## src/rtl/fifo_wr_ctrl.sv

```systemverilog
// fifo_wr_ctrl
// Write-side controller for a dual-clock FIFO. Everything here runs in the
// write clock domain. It keeps the binary and Gray write pointers, drives the
// memory write address/enable, and derives registered full, almost-full and
// fill-level outputs from the Gray read pointer. That read pointer has already
// been synchronised into wclk. It also keeps a sticky overflow flag.
//
// Ports:
//   wclk          write clock, all state changes on its rising edge
//   wrst_n        synchronous active-low reset
//   winc          write request from the producer
//   wovf_clr      clears the sticky overflow flag (a new overflow wins)
//   sync_rd_ptr   Gray read pointer, already synchronised into wclk
//   wen           memory write enable, winc & ~wfull
//   waddr         memory write address (low bits of binary write pointer)
//   wptr          registered Gray write pointer for the read-side synchroniser
//   wfull         registered full flag
//   walmost_full  registered almost-full flag (level >= AFULL_LVL)
//   wlevel        registered fill level, 0..DEPTH
//   wovf          sticky overflow flag

module fifo_wr_ctrl #(
  parameter int ADDR_W    = 3,
  parameter int AFULL_LVL = 6
) (
  input  logic              wclk,
  input  logic              wrst_n,
  input  logic              winc,
  input  logic              wovf_clr,
  input  logic [ADDR_W:0]   sync_rd_ptr,
  output logic              wen,
  output logic [ADDR_W-1:0] waddr,
  output logic [ADDR_W:0]   wptr,
  output logic              wfull,
  output logic              walmost_full,
  output logic [ADDR_W:0]   wlevel,
  output logic              wovf
);

  localparam logic [ADDR_W:0] DEPTH_V = (ADDR_W+1)'(1 << ADDR_W);
  localparam logic [ADDR_W:0] AFULL_V = (ADDR_W+1)'(AFULL_LVL);

  logic [ADDR_W:0] wbin_q, wbin_d;
  logic [ADDR_W:0] wptr_q, wptr_d;
  logic [ADDR_W:0] wlevel_q, wlevel_d;
  logic            wfull_q, wfull_d;
  logic            wafull_q, wafull_d;
  logic            wovf_q, wovf_d;
  logic [ADDR_W:0] rbin;

  // Next-state logic. The accepted write and the latest read pointer are
  // folded into the same level computation. A write plus a freed entry in one
  // cycle therefore leaves the level unchanged. The pointer width carries one
  // extra wrap bit, so the modulo subtraction stays within 0..DEPTH across
  // wrap-around. wen depends only on winc and the registered full flag. It has
  // no path from sync_rd_ptr. A late read pointer can only make the flags
  // pessimistic, never optimistic.
  always_comb begin
    wen      = winc & ~wfull_q;
    rbin     = '0;
    wbin_d   = wbin_q + {{ADDR_W{1'b0}}, wen};
    wptr_d   = (wbin_d >> 1) ^ wbin_d;

    // Gray-to-binary: each binary bit is the XOR of all Gray bits at and above it.
    for (int i = 0; i <= ADDR_W; i++) begin
      rbin[i] = ^(sync_rd_ptr >> i);
    end

    wlevel_d = wbin_d - rbin;
    wfull_d  = (wlevel_d == DEPTH_V);
    wafull_d = (wlevel_d >= AFULL_V);

    // Overflow is sticky. A new overflow in the same cycle beats a clear.
    wovf_d = wovf_q;
    if (winc & wfull_q) begin
      wovf_d = 1'b1;
    end else if (wovf_clr) begin
      wovf_d = 1'b0;
    end
  end

  // State registers. Reset discards all pointer state, whatever winc is doing.
  always_ff @(posedge wclk) begin
    if (!wrst_n) begin
      wbin_q   <= '0;
      wptr_q   <= '0;
      wlevel_q <= '0;
      wfull_q  <= 1'b0;
      wafull_q <= 1'b0;
      wovf_q   <= 1'b0;
    end else begin
      wbin_q   <= wbin_d;
      wptr_q   <= wptr_d;
      wlevel_q <= wlevel_d;
      wfull_q  <= wfull_d;
      wafull_q <= wafull_d;
      wovf_q   <= wovf_d;
    end
  end

  assign waddr        = wbin_q[ADDR_W-1:0];
  assign wptr         = wptr_q;
  assign wlevel       = wlevel_q;
  assign wfull        = wfull_q;
  assign walmost_full = wafull_q;
  assign wovf         = wovf_q;

endmodule

```

## config.mk

```make
export PLATFORM = sky130hd
export DESIGN_NAME = fifo_wr_ctrl
export DESIGN_NICKNAME = d
export VERILOG_FILES = /design/src/rtl/fifo_wr_ctrl.sv
export SDC_FILE = /design/constraint.sdc
export NUM_CORES = 1
export LEC_CHECK = 0
export ABC_AREA = 1
export CAP_MARGIN = 20
export CELL_PAD_IN_SITES_DETAIL_PLACEMENT = 0
export CELL_PAD_IN_SITES_GLOBAL_PLACEMENT = 1
export CORE_ASPECT_RATIO = 0.75
export CORE_MARGIN = 2
export CORE_UTILIZATION = 29
export CTS_BUF_LIST = sky130_fd_sc_hd__clkbuf_4
export CTS_CLUSTER_SIZE = 40
export DETAILED_ROUTE_END_ITERATION = 8
export MAX_ROUTING_LAYER = met4
export PLACE_DENSITY = 0.74
export SLEW_MARGIN = 20
export SYNTH_ARGS = -nofsm -noshare
export SYNTH_HDL_FRONTEND = slang
export SYNTH_SLANG_ARGS = --single-unit
```

## constraint.sdc

```tcl
create_clock -name wclk -period 2.2 [get_ports wclk]
set_clock_uncertainty 0.05 [all_clocks]
set_input_delay 0.55 -clock wclk [delete_from_list [all_inputs] [get_ports wclk]]
set_output_delay 0.55 -clock wclk [all_outputs]
set_load 0.02 [all_outputs]
```

==> summary.txt <==
Place
  – Hpwl dp: 1145 um
  – # port buffers: 22
  – RD Place Congestion: 0.7646

Setup path
  – CP Max Fanout: 2
  – Sequence of cells on the critical path: clkdlybuf4s15_1 > xnor2_2 > xor2_2 > xnor2_1 > ha_2 > fa_2 > xnor2_2 > inv_1 > nor2_2 > nand2_1 > nand2_1
  – Worst EP arrival: 2.20 ns
  – CP Launch Type: input pin
  – Slowest cell on the critical path: fa_2
  – CP required: 2.32 ns
  – R2R depth: 11
  – Max incr delay on CP: 0.37 ns
  – RR Startpoint: wfull
  – Reg2reg end: walmost_full
  – Reg2Reg Setup Slack: 0.29 ns
  – Kind of critical path: input pin to flop
  – CP endpoint kind: flop

Logic synthesis
  – Yosys warnings: 0
  – Synth top area cells: dfxtp_1 (44%), ha_1 (9.7%), inv_1 (8.8%)
  – Post-Syn Instances: 77
  – Yosys reg bits: 14
  – Cell taking the most area after synthesis: dfxtp_1
  – Register area share after synthesis: 43.66%
  – Syn Area/Cell: 8.336 um^2
  – Syn nets: 91
  – Post-synth cell types: 14
  – Mapped cell area: 641.9 um^2
  – Post-synth top area share: 43.66%

Clock network
  – Clock buffer count from CTS: 3
  – Clock root buffer: clkbuf_4
  – CTS sink cnt: 14
  – H-tree depth: 1
  – Worst-skew pair later-pin latency: 0.27 ns
  – Clk slew on worst S/H paths: 0.08 ns
  – CTS max path bufs: 2
  – TritonCTS clock tree: built
  – Cts hold-fix bufs: 0

Power and ir drop
  – Peak VDD IR: 0.4071 mV
  – Pwr per Cell Area: 782.7 mW/mm^2
  – Leakage power total: 0.5156 nW

Timing
  – Hold_ws: 0.4133 ns
  – Min cycle time layout: 2.079 ns
  – Max Fclk: 0.4809 GHz
  – Slew HR: 80.44%
  – Worst-margin pin slew: 0.2931 ns
  – Final setup viols: 0
  – RSZ-0062 raised after global routing: false
  – Setup TNS: 0 ns
  – Fin. Hold Viols: 0
  – Final worst-path cycle share: 94.52%
  – Max-slew violation count: 0

Global route
  – GRT Util Overall: 13.03%
  – Vias in the first global route: 525
  – Gr ovfl total: 0
  – Initial antenna violation count: 0
  – First-pass GRT wire length: 2373 um
  – Largest net degree at the start of global routing: 8

Job
  – Max cap viols: 0

Finish
  – Layout Nets: 130
  – Share of cells above drive strength 1: 27.19%
  – Number of filler cells placed in the layout: 196
  – # diodes: 0
  – Synthesis-to-layout area growth: 69.20%

Die
  – Die Width: 58.33 um
  – DIE HEIGHT: 44.75 um
  – Initial Utilization: 31.32%
  – Total core area: 0.002049 mm^2
  – Site Rows: 14
  – Die area: 0.002610 mm^2
  – Boundary pin count: 23

Route
  – DR vias: 588
  – DRC violations left: 0
  – Initial DRC Count: 10
  – Number of detailed-route iterations in the first pass: 3
  – Vias per inst: 4.261
  – DR WL/cell: 9.993 um
  – Post-route ant nets: 0
  – Routed wire length: 1379 um

Worst hold path
  – Hold depth: 2
  – Hold path start: wovf
  – Hold Path End: wovf
  – Hold WC Path Type: flop to flop

Run status
  – Status: finished, final reports clean
cell type report:
type                            count  area (um^2)  share of cell area, %
Inverter                           15        56.30                  5.184
Sequential cell                    14        280.3                  25.81
Timing Repair Buffer               34        305.3                  28.11
Clock buffer                        3        22.52                  2.074
Tap cell                           24        30.03                  2.765
Multi-Input combinational cell     48        391.6                  36.06
power breakdown:
| part | internal, W | switching (W) | total [W] |
|---|---|---|---|
| Sequential | 0.000297 | 0.0000192 | 0.000316 |
| Combinational | 0.000204 | 0.000193 | 0.000397 |
| Clock | 0.0000634 | 0.0000743 | 0.000138 |
cell usage in the layout, fill, tap and decap left out, types with 2 or more instances in the layout:
| master | count |
|---|---|
| a21oi_1 | 5 |
| buf_4 | 12 |
| clkbuf_4 | 3 |
| clkdlybuf4s50_1 | 17 |
| dfxtp_1 | 14 |
| dlygate4sd2_1 | 2 |
| ha_4 | 3 |
| inv_1 | 13 |
| inv_2 | 2 |
| nand2_1 | 11 |
| nand3_1 | 5 |
| nand4_1 | 2 |
| nor2_1 | 7 |
| nor2_2 | 2 |
| o21ai_0 | 2 |
| xnor2_2 | 2 |
sequential cells by signal (all words and copies together) (netlist names):
register and flops:
wlevel 4, wovf 1, walmost_full 1, wbin_q 4, wptr 3, wfull 1
how the worst max path moves through the flow:
stage | startpoint | slack (ns) | cells after the start | end
after detailed placement | sync_rd_ptr[3] | -0.54 | 11 | walmost_full
after global placement | sync_rd_ptr[3] | -0.47 | 11 | walmost_full
after CTS | sync_rd_ptr[1] | 0.02 | 10 | walmost_full
final | sync_rd_ptr[2] | 0.12 | 11 | walmost_full
after global routing | sync_rd_ptr[2] | 0.01 | 11 | walmost_full
after floorplan | winc | 0.01 | 12 | walmost_full
synth_stat cells, drive strengths merged:
library cell	count
a21o	1
nand3	6
a21oi	5
dfxtp	14
fa	1
xnor2	4
nand4	2
o21ai	2
nor2	10
nand2	11
xor2	1
inv	15
ha	5
timing repair:
item	4_1_cts	5_1_grt
gates resized for setup	8	6
endpoints found under the setup margin	6	1
pin swaps	5	8
setup buffers	1	2
critical path: cells and delay by family:
family	cells	cell delay, ns
and+or+nand+nor	3	0.16
buffers and inverters	2	0.27
adders and majority gates	2	0.58
xor gates and xnor gates	4	0.64
kinds of logic (layout without fill, tap and decap cells):
group / after synthesis / count (layout) / synth area share, %
adders and majority gates: 6 / 6 / 12.87
buffers and inverters: 15 / 52 / 8.771
AOI/OAI and AO/OA: 8 / 8 / 6.628
xor gates and xnor gates: 5 / 5 / 9.164
DFF: 14 / 14 / 43.66
and+or+nand+nor: 29 / 29 / 18.91
through the flow:
stage	util [%]	setup slack (ns)	std cells	total power, W	area (um^2)
detailed placement	50.18	-0.5404	132	0.0006929	1028
floorplan	-	0.01325	77	0.0005308	710.7
global route	52.99	0.01461	138	0.0009150	1086
global placement	50.18	-0.4715	132	0.0006891	1028
CTS	51.77	0.01583	136	0.0008411	1061
finish	52.99	0.1207	138	0.0008500	1086
per-layer routing:
metal  vias up  global-route usage, %  wire [um]
met5         -                      -          0
met4         0                  5.116         18
met3         2                  5.444         86
met2        16                  18.65        612
met1       255                  16.31        662
li1        315                      -          -
Power figures use the tool's default switching activity.
